--- src/rtl/serial_link_pkg.sv ---
// Shared serial-link types: packet header fields and credit-count sizing helper.
package serial_link_pkg;

  localparam int unsigned MaxCredW = 16;

  typedef struct packed {
    logic [MaxCredW-1:0] credits;
    logic                cred_only;
  } link_hdr_t;

  // Bits needed to count 0..num_credits inclusive.
  function automatic int unsigned cred_width(input int unsigned num_credits);
    return $clog2(num_credits + 1);
  endfunction

endpackage

--- src/rtl/serial_link_rx_fifo.sv ---
// Ring buffer of arbitrary depth (not restricted to powers of two); no fall-through.
module serial_link_rx_fifo #(
  parameter type         data_t = logic,
  parameter type         cnt_t  = logic,
  parameter int unsigned Depth  = 2
) (
  input  logic  clk_i,
  input  logic  rst_ni,
  input  logic  push_i,
  input  data_t data_i,
  input  logic  pop_i,
  output data_t data_o,
  output logic  empty_o,
  output logic  full_o,
  output cnt_t  fill_o
);

  localparam int unsigned PtrW = (Depth > 1) ? $clog2(Depth) : 1;

  data_t           mem_q [Depth];
  logic [PtrW-1:0] wptr_q, wptr_d;
  logic [PtrW-1:0] rptr_q, rptr_d;
  cnt_t            fill_q, fill_d;
  logic            do_push, do_pop;

  function automatic logic [PtrW-1:0] ptr_inc(input logic [PtrW-1:0] p);
    return (p == PtrW'(Depth - 1)) ? '0 : p + 1'b1;
  endfunction

  assign empty_o = (fill_q == '0);
  assign full_o  = (fill_q == cnt_t'(Depth));
  assign fill_o  = fill_q;
  // A pop frees the head slot in the same edge, so a full FIFO may still take a push.
  assign do_pop  = pop_i & ~empty_o;
  assign do_push = push_i & (~full_o | do_pop);
  assign data_o  = empty_o ? '0 : mem_q[rptr_q];

  always_comb begin
    wptr_d = do_push ? ptr_inc(wptr_q) : wptr_q;
    rptr_d = do_pop  ? ptr_inc(rptr_q) : rptr_q;
    fill_d = fill_q;
    if (do_push && !do_pop) begin
      fill_d = fill_q + cnt_t'(1);
    end else if (!do_push && do_pop) begin
      fill_d = fill_q - cnt_t'(1);
    end
  end

  always_ff @(posedge clk_i or negedge rst_ni) begin
    if (!rst_ni) begin
      wptr_q <= '0;
      rptr_q <= '0;
      fill_q <= '0;
    end else begin
      wptr_q <= wptr_d;
      rptr_q <= rptr_d;
      fill_q <= fill_d;
    end
  end

  always_ff @(posedge clk_i) begin
    if (do_push) begin
      mem_q[wptr_q] <= data_i;
    end
  end

endmodule

--- src/rtl/serial_link_credit_rx_buffer.sv ---
// Receive-side credit companion: forwards returned credits, buffers payloads and
// produces one credit-release strobe per cycle toward the synchronization unit.
module serial_link_credit_rx_buffer
  import serial_link_pkg::*;
#(
  parameter type  data_t          = logic,
  parameter type  credit_t        = logic,
  parameter int   NumCredits      = -1,
  parameter logic CredOnlyPktMode = 1'b0
) (
  input  logic    clk_i,
  input  logic    rst_ni,
  input  data_t   rx_data_i,
  input  credit_t rx_credits_i,
  input  logic    rx_cred_only_i,
  input  logic    rx_valid_i,
  output logic    rx_ready_o,
  output credit_t credits_received_o,
  output logic    receive_cred_o,
  output data_t   data_o,
  output logic    valid_o,
  input  logic    ready_i,
  output logic    release_o,
  output credit_t fill_o,
  output logic    overflow_o
);

  localparam int unsigned Depth = (NumCredits < 2) ? 32'd2 : unsigned'(NumCredits);

  link_hdr_t hdr;
  credit_t   cred_q, cred_d;
  logic      rcv_q, rcv_d;
  credit_t   pend_q, pend_d;
  logic      ovf_q;
  logic      push, pop, full, empty, ovf_evt;
  logic      pend_inc, pend_dec;

  assign hdr = '{credits: MaxCredW'(rx_credits_i), cred_only: rx_cred_only_i};

  assign rx_ready_o = 1'b1;
  assign push       = rx_valid_i & ~hdr.cred_only;
  assign valid_o    = ~empty;
  assign pop        = valid_o & ready_i;
  assign ovf_evt    = push & full & ~pop;

  serial_link_rx_fifo #(
    .data_t (data_t),
    .cnt_t  (credit_t),
    .Depth  (Depth)
  ) u_fifo (
    .clk_i   (clk_i),
    .rst_ni  (rst_ni),
    .push_i  (push),
    .data_i  (rx_data_i),
    .pop_i   (pop),
    .data_o  (data_o),
    .empty_o (empty),
    .full_o  (full),
    .fill_o  (fill_o)
  );

  // Credit forwarding ignores FIFO state entirely, overflow included.
  assign rcv_d = rx_valid_i & (hdr.credits != '0);
  assign cred_d = rcv_d ? rx_credits_i : cred_q;

  // Pops own the release strobe; pending credits drain only in pop-free cycles.
  assign pend_inc  = rx_valid_i & hdr.cred_only & ~CredOnlyPktMode;
  assign pend_dec  = (pend_q != '0) & ~pop;
  assign release_o = pop | (pend_q != '0);

  always_comb begin
    pend_d = pend_q;
    if (pend_inc && !pend_dec) begin
      pend_d = pend_q + credit_t'(1);
    end else if (!pend_inc && pend_dec) begin
      pend_d = pend_q - credit_t'(1);
    end
  end

  always_ff @(posedge clk_i or negedge rst_ni) begin
    if (!rst_ni) begin
      cred_q <= '0;
      rcv_q  <= 1'b0;
      pend_q <= '0;
      ovf_q  <= 1'b0;
    end else begin
      cred_q <= cred_d;
      rcv_q  <= rcv_d;
      pend_q <= pend_d;
      ovf_q  <= ovf_q | ovf_evt;
    end
  end

  assign credits_received_o = cred_q;
  assign receive_cred_o     = rcv_q;
  assign overflow_o         = ovf_q;

  a_params: assert property (@(posedge clk_i)
    (NumCredits >= 2) && ($bits(credit_t) >= cred_width(NumCredits)))
    else $error("NumCredits must be >= 2 and credit_t must hold 0..NumCredits");

  a_credit_budget: assert property (@(posedge clk_i) disable iff (!rst_ni)
    (int'(fill_o) + int'(pend_q)) <= NumCredits)
    else $error("buffered payloads plus pending releases exceed NumCredits");

  a_pending_sat: assert property (@(posedge clk_i) disable iff (!rst_ni)
    !((pend_q == credit_t'(NumCredits)) && pend_inc && !pend_dec))
    else $error("pending release counter incremented beyond NumCredits");

  c_overflow: cover property (@(posedge clk_i) disable iff (!rst_ni) ovf_evt);

endmodule

--- config.mk ---
export PLATFORM = sky130hd
export DESIGN_NAME = serial_link_credit_rx_buffer
export DESIGN_NICKNAME = d
export VERILOG_FILES = /design/src/rtl/serial_link_pkg.sv /design/src/rtl/serial_link_rx_fifo.sv /design/src/rtl/serial_link_credit_rx_buffer.sv
export SDC_FILE = /design/constraint.sdc
export NUM_CORES = 1
export LEC_CHECK = 0
export ABC_AREA = 0
export BUFFER_PORTS_ARGS = -buffer_cell sky130_fd_sc_hd__buf_2
export CELL_PAD_IN_SITES_DETAIL_PLACEMENT = 1
export CELL_PAD_IN_SITES_GLOBAL_PLACEMENT = 1
export CORE_AREA = 2 2 39 41
export DETAILED_ROUTE_END_ITERATION = 12
export DIE_AREA = 0 0 41 43
export MAX_ROUTING_LAYER = met4
export PLACE_DENSITY = 0.69
export SYNTH_ARGS = -nofsm -noshare
export SYNTH_HDL_FRONTEND = slang
export SYNTH_SLANG_ARGS = --single-unit
--- constraint.sdc ---
create_clock -name clk_i -period 1.2 [get_ports clk_i]
set_input_delay 0.12 -clock clk_i [delete_from_list [all_inputs] [get_ports clk_i]]
set_output_delay 0.12 -clock clk_i [all_outputs]
set_load 0.1 [all_outputs]
# Word-level counts from Yosys, hierarchy flattened
# Memories as Yosys holds them, arrays and structs flattened.
# Cells that the tools add are included.
[totals]
inputBits = 7
out_inout_bits = 8
register_bits = 7
memories = 1
ram_bits = 2
elab_cells = 48
[op_classes]
addsub = 6
n_reduce_logical = 10
n_mux = 9
bitwise_logic = 15
[memory_table]
columns = ["memory", "words", "width", "rd", "rd_ports_with_merged_regs", "write_ports", "line", "source"]
rows = [
  ["u_fifo.mem_q", 2, 1, 1, 0, 1, "serial_link_rx_fifo.sv:20", "data_t mem_q [Depth];"],
]
[ops]
columns = ["op", "n"]
rows = [
  ["1-bit AND", 9],
  ["1-bit 2-to-1 mux", 9],
  ["1-bit adder, second input constant", 4],
  ["1-bit logical AND", 4],
  ["1-bit logical NOT", 4],
  ["2-bit nonzero test", 2],
  ["1-bit inverter", 3],
  ["1-bit bitwise OR", 3],
  ["1-bit subtractor, second input constant", 2],
]

# Depth between registers and ports, before layout
[logic_depth]
depth_word = 8
mapped_depth = 3

# Cells and area by module
# A second synthesis with hierarchy kept.
[hier_totals]
hier_cells = 34
hier_area_um2 = 405.4
[by_module_without_submodules]
columns = ["mod", "instances", "area_per_inst_um2", "cells_each"]
rows = [
  ["serial_link_rx_fifo", 1, 209.0, 17],
  ["serial_link_credit_rx_buffer", 1, 196.4, 17],
]

# Worst setup path before layout
# OpenSTA, ideal clock, no wires.
[synth_path]
kind = "register to output"
startpoint = "register u_fifo.fill_q (netlist: u_fifo.fill_o)"
endpoint = "output data_o"
n_path_buf = 0
stages_incl_launch_ff = 2
setup_slack_ps = -1366
t_arrival_ps = 2446
path_cell_list = "dfrtp_1 nor2b_1"
[synth_via]
elab_chain_len = 1
[synth_lines]
columns = ["item", "line", "source"]
rows = [
  ["start, declared", "serial_link_rx_fifo.sv:23", "cnt_t fill_q, fill_d;"],
  ["start signal, assigned", "serial_link_rx_fifo.sv:57", "fill_q <= fill_d;"],
  ["1-bit 2-to-1 mux", "serial_link_rx_fifo.sv:36", "assign data_o = empty_o ? '0 : mem_q[rptr_q];"],
  ["end, declared", "serial_link_credit_rx_buffer.sv:20", "output data_t data_o,"],
]
# No other way between the ends.

# Worst setup path in the final report
[layout_path]
startpoint = "register u_fifo.rptr_q"
endpoint = "output data_o"
[layout_via]
elab_chain_len = 2
[layout_lines]
columns = ["item", "line", "source"]
rows = [
  ["start, declared", "serial_link_rx_fifo.sv:22", "logic [PtrW-1:0] rptr_q, rptr_d;"],
  ["start signal, assigned", "serial_link_rx_fifo.sv:56", "rptr_q <= rptr_d;"],
  ["memory read 2 x 1 bit", "n/a", ""],
  ["1-bit 2-to-1 mux", "serial_link_rx_fifo.sv:36", ""],
]
# No other way between the ends.

==> impl_metrics.py <==
metrics = {
    "floorplanning": {
        "io_pins": 15,
        "die_width_um": 41,
        "fp.coreArea_um2": 1384,
        "initial_core_util_pct": 27.58,
        "die_h_um": 43,
        "die_area_um2": 1763,
        "std_cell_rows": 14,
    },
    "synthesis": {
        "synth.ff_latch_count": 9,
        "synthTopCellsByArea": "dfrtp_1 (46%), edfxtp_1 (16%), xnor2_1 (6.9%), buf_4 (3.9%), nand2b_1 (3.3%)",
        "synth_nets": 38,
        "ys_seq_area_share_pct": 61.64,
        "synth_largest_area_cell": "dfrtp_1",
        "synth-warning-count": 0,
        "synthDominantCellAreaShare_pct": 45.90,
        "avgSynthCellArea_um2": 12.31,
        "netlist_area_um2": 381.6,
        "synth.distinct_cells": 17,
        "netlist_instances": 31,
    },
    "grt": {
        "grt_pass1_wl_mm": 1.076,
        "antenna_found_initial": 0,
        "grt_pass1_vias": 269,
        "grt_max_degree": 8,
        "grt.total_usage_pct": 10.03,
        "grt_overflow": 0,
    },
    "detailed_routing": {
        "dr.pass1.iters": 4,
        "drc_errors": 0,
        "drt-total-wl_um": 680,
        "routedWlPerCell_um": 10.30,
        "drtIter0Drc": 3,
        "via_count": 268,
        "ant_nets": 0,
        "vias_per_cell": 4.061,
    },
    "timing": {
        "finClkSkew_ns": 0.002800,
        "max_freq_mhz": 806.2,
        "drv_slew": 0,
        "hold_violations": 0,
        "fin_ws_ns": -0.04039,
        "holdWs_ns": 0.06269,
        "setup_violations": 2,
        "rsz0062_at_grt": "true",
        "fin_crit_sh_pct": 103.4,
        "period_minus_slack_ns": 1.240,
    },
    "setup_path": {
        "path_cells": "mux2i_2, nor2b_4, buf_12",
        "critical_path_buf_inv_count": 1,
        "crit_family": "flip-flops",
        "crit_slowest_cell": "dfrtp_1",
        "cp.arrival_ns": 1.12,
        "cp_max_fo": 2,
        "cp.required_ns": 1.08,
        "worstSetupPathType": "reg2out",
        "slowest_delay_ns": 0.40,
        "critPathLaunchType": "register",
        "cp-end-kind": "primary output",
    },
    "final_layout": {
        "layout-drive-gt1-share_pct": 52.00,
        "area_growth_pct": 62.30,
        "regArea_um2": 239.0,
        "fin_area_um2": 619.3,
        "antenna_cells": 0,
        "fin_nets": 58,
        "multi_input_area_um2": 153.9,
        "fillers": 149,
    },
    "clock_network": {
        "clock_sinks": 9,
        "cts_buffer_depth": 2,
        "htreeDepth": 1,
        "clk-insertion-delay-late_ns": 0.24,
        "root_buffer": "clkbuf_4",
        "cts_tree": "yes",
        "cts_buffers": 3,
        "path_clk_slew_ns": 0.06,
    },
    "power": {
        "irDropWorstVdd_mv": 0.7391,
        "power.density_nw_per_um2": 1001,
        "power.leakage_nw": 0.2757,
    },
    "place": {
        "hpwl_um": 552.4,
        "io_buffers": 13,
        "place_congestion": 0.6809,
        "dpl-instance-area_um2": 545.5,
    },
    "outcome": {
        "violations": "setup timing",
        "status": "complete, but fails checks",
    },
    "hold_path": {
        "min_path_type": "in2reg",
    },
    "job": {
        "drv_cap": 0,
    },
}
[through the flow]
step	cells	power, W	util (%)	setup TNS [ns]	setup WS, ns
CTS	65	0.0006351	43.94	-0.09608	-0.05464
global route	66	0.0006546	44.76	-0.1567	-0.09031
detailed placement	58	0.0004059	39.42	0	0.1575
finish	66	0.0006198	44.76	-0.04230	-0.04039
global placement	58	0.0004044	39.42	0	0.1705
floorplan	31	0.0003786	-	-0.1521	-0.1480
[flip-flops by register name, indices dropped and copies added (netlist names)]
register            cells
u_fifo.mem_q            2
u_fifo.wptr_q           1
u_fifo.rptr_q           1
u_fifo.fill_o           1
pend_q                  1
credits_received_o      1
overflow_o              1
receive_cred_o          1
[cells in the mapped netlist]
cell,instances
xor2_1,1
nor2b_1,2
inv_1,1
nand2b_1,2
nand3b_2,1
buf_4,2
dfrtp_1,7
conb_1,1
edfxtp_1,2
nor2_1,2
mux2i_1,1
nand3_1,1
nand2_1,2
and2_4,1
or2_1,1
xnor2_1,3
o21bai_1,1
[worst reg2reg max path: stages (launching register included)]
cell and delay [ns]:
dfrtp_4 0.47, buf_6 0.13, nand3b_2 0.11, nor2_1 0.12
[kinds of logic (layout without fill, tap and decap cells)]
kind of cell | Yosys count | count (layout) | share of synthesized area, %
simple gates | 12 | 12 | 18.69
mux | 1 | 1 | 2.623
flops | 9 | 9 | 61.64
buf+inv | 3 | 22 | 4.916
compound gates | 1 | 1 | 1.968
xor+xnor | 4 | 4 | 9.182
other cells | 1 | 1 | 0.9827
[power breakdown]
group          internal (W)  total [W]  leakage, nW  switching (W)
logic             0.0000267  0.0000848        0.160      0.0000581
clock network      0.000127   0.000217       0.0150      0.0000899
registers          0.000316   0.000318        0.101     0.00000164
[per-layer routing]
metal  global-route usage [%]  routed length, um  share of wire [%]  vias up
li1                         -                  -                  -      132
met3                    4.712                 53                7.8        0
met5                        -                  0                  0        -
met2                    15.94                351                 52       11
met1                    10.14                276                 41      125
met4                    4.000                  0                  0        0
[repair_timing]
| action | in CTS | in global routing |
|---|---|---|
| hold endpoints to repair | 7 | 0 |
| endpoints found under the setup margin | 2 | 3 |
| pin swaps | 1 | 1 |
| resized for setup | 3 | 1 |
| buffers inserted | 2 | 1 |
| hold buffers | 1 | 0 |
[final cells by class]
cell class	instances	area share [%]
Timing Repair Buffer	17	28.48
Inverter	1	0.6061
Clock buffer	4	4.242
Multi-Input combinational cell	19	24.85
Sequential cell	9	38.59
Tap cell	16	3.232
[worst paths after layout]
path                            cells past startpoint               start            endpoint  slack [ns]
worst max register to register                      3       u_fifo.fill_o     u_fifo.mem_q[1]        0.08
worst min register to register                      1  credits_received_o  credits_received_o        0.46
min in group asynchronous                           2              rst_ni       u_fifo.fill_o        0.25
worst max-delay path                                3       u_fifo.rptr_q              data_o       -0.04
max in group asynchronous                           2              rst_ni       u_fifo.fill_o        0.77
worst min-delay path                                1           rx_data_i     u_fifo.mem_q[1]        0.06
[cell usage in the layout (no fill, tap or decap), types with 2 or more instances in the layout]
cell | Yosys | final
clkbuf_4 | 0 | 3
buf_12 | 0 | 5
buf_2 | 0 | 8
nor2_1 | 2 | 2
dfrtp_1 | 7 | 6
xnor2_1 | 3 | 3
edfxtp_1 | 2 | 2
buf_4 | 2 | 2
Power figures use the tool's default switching activity.
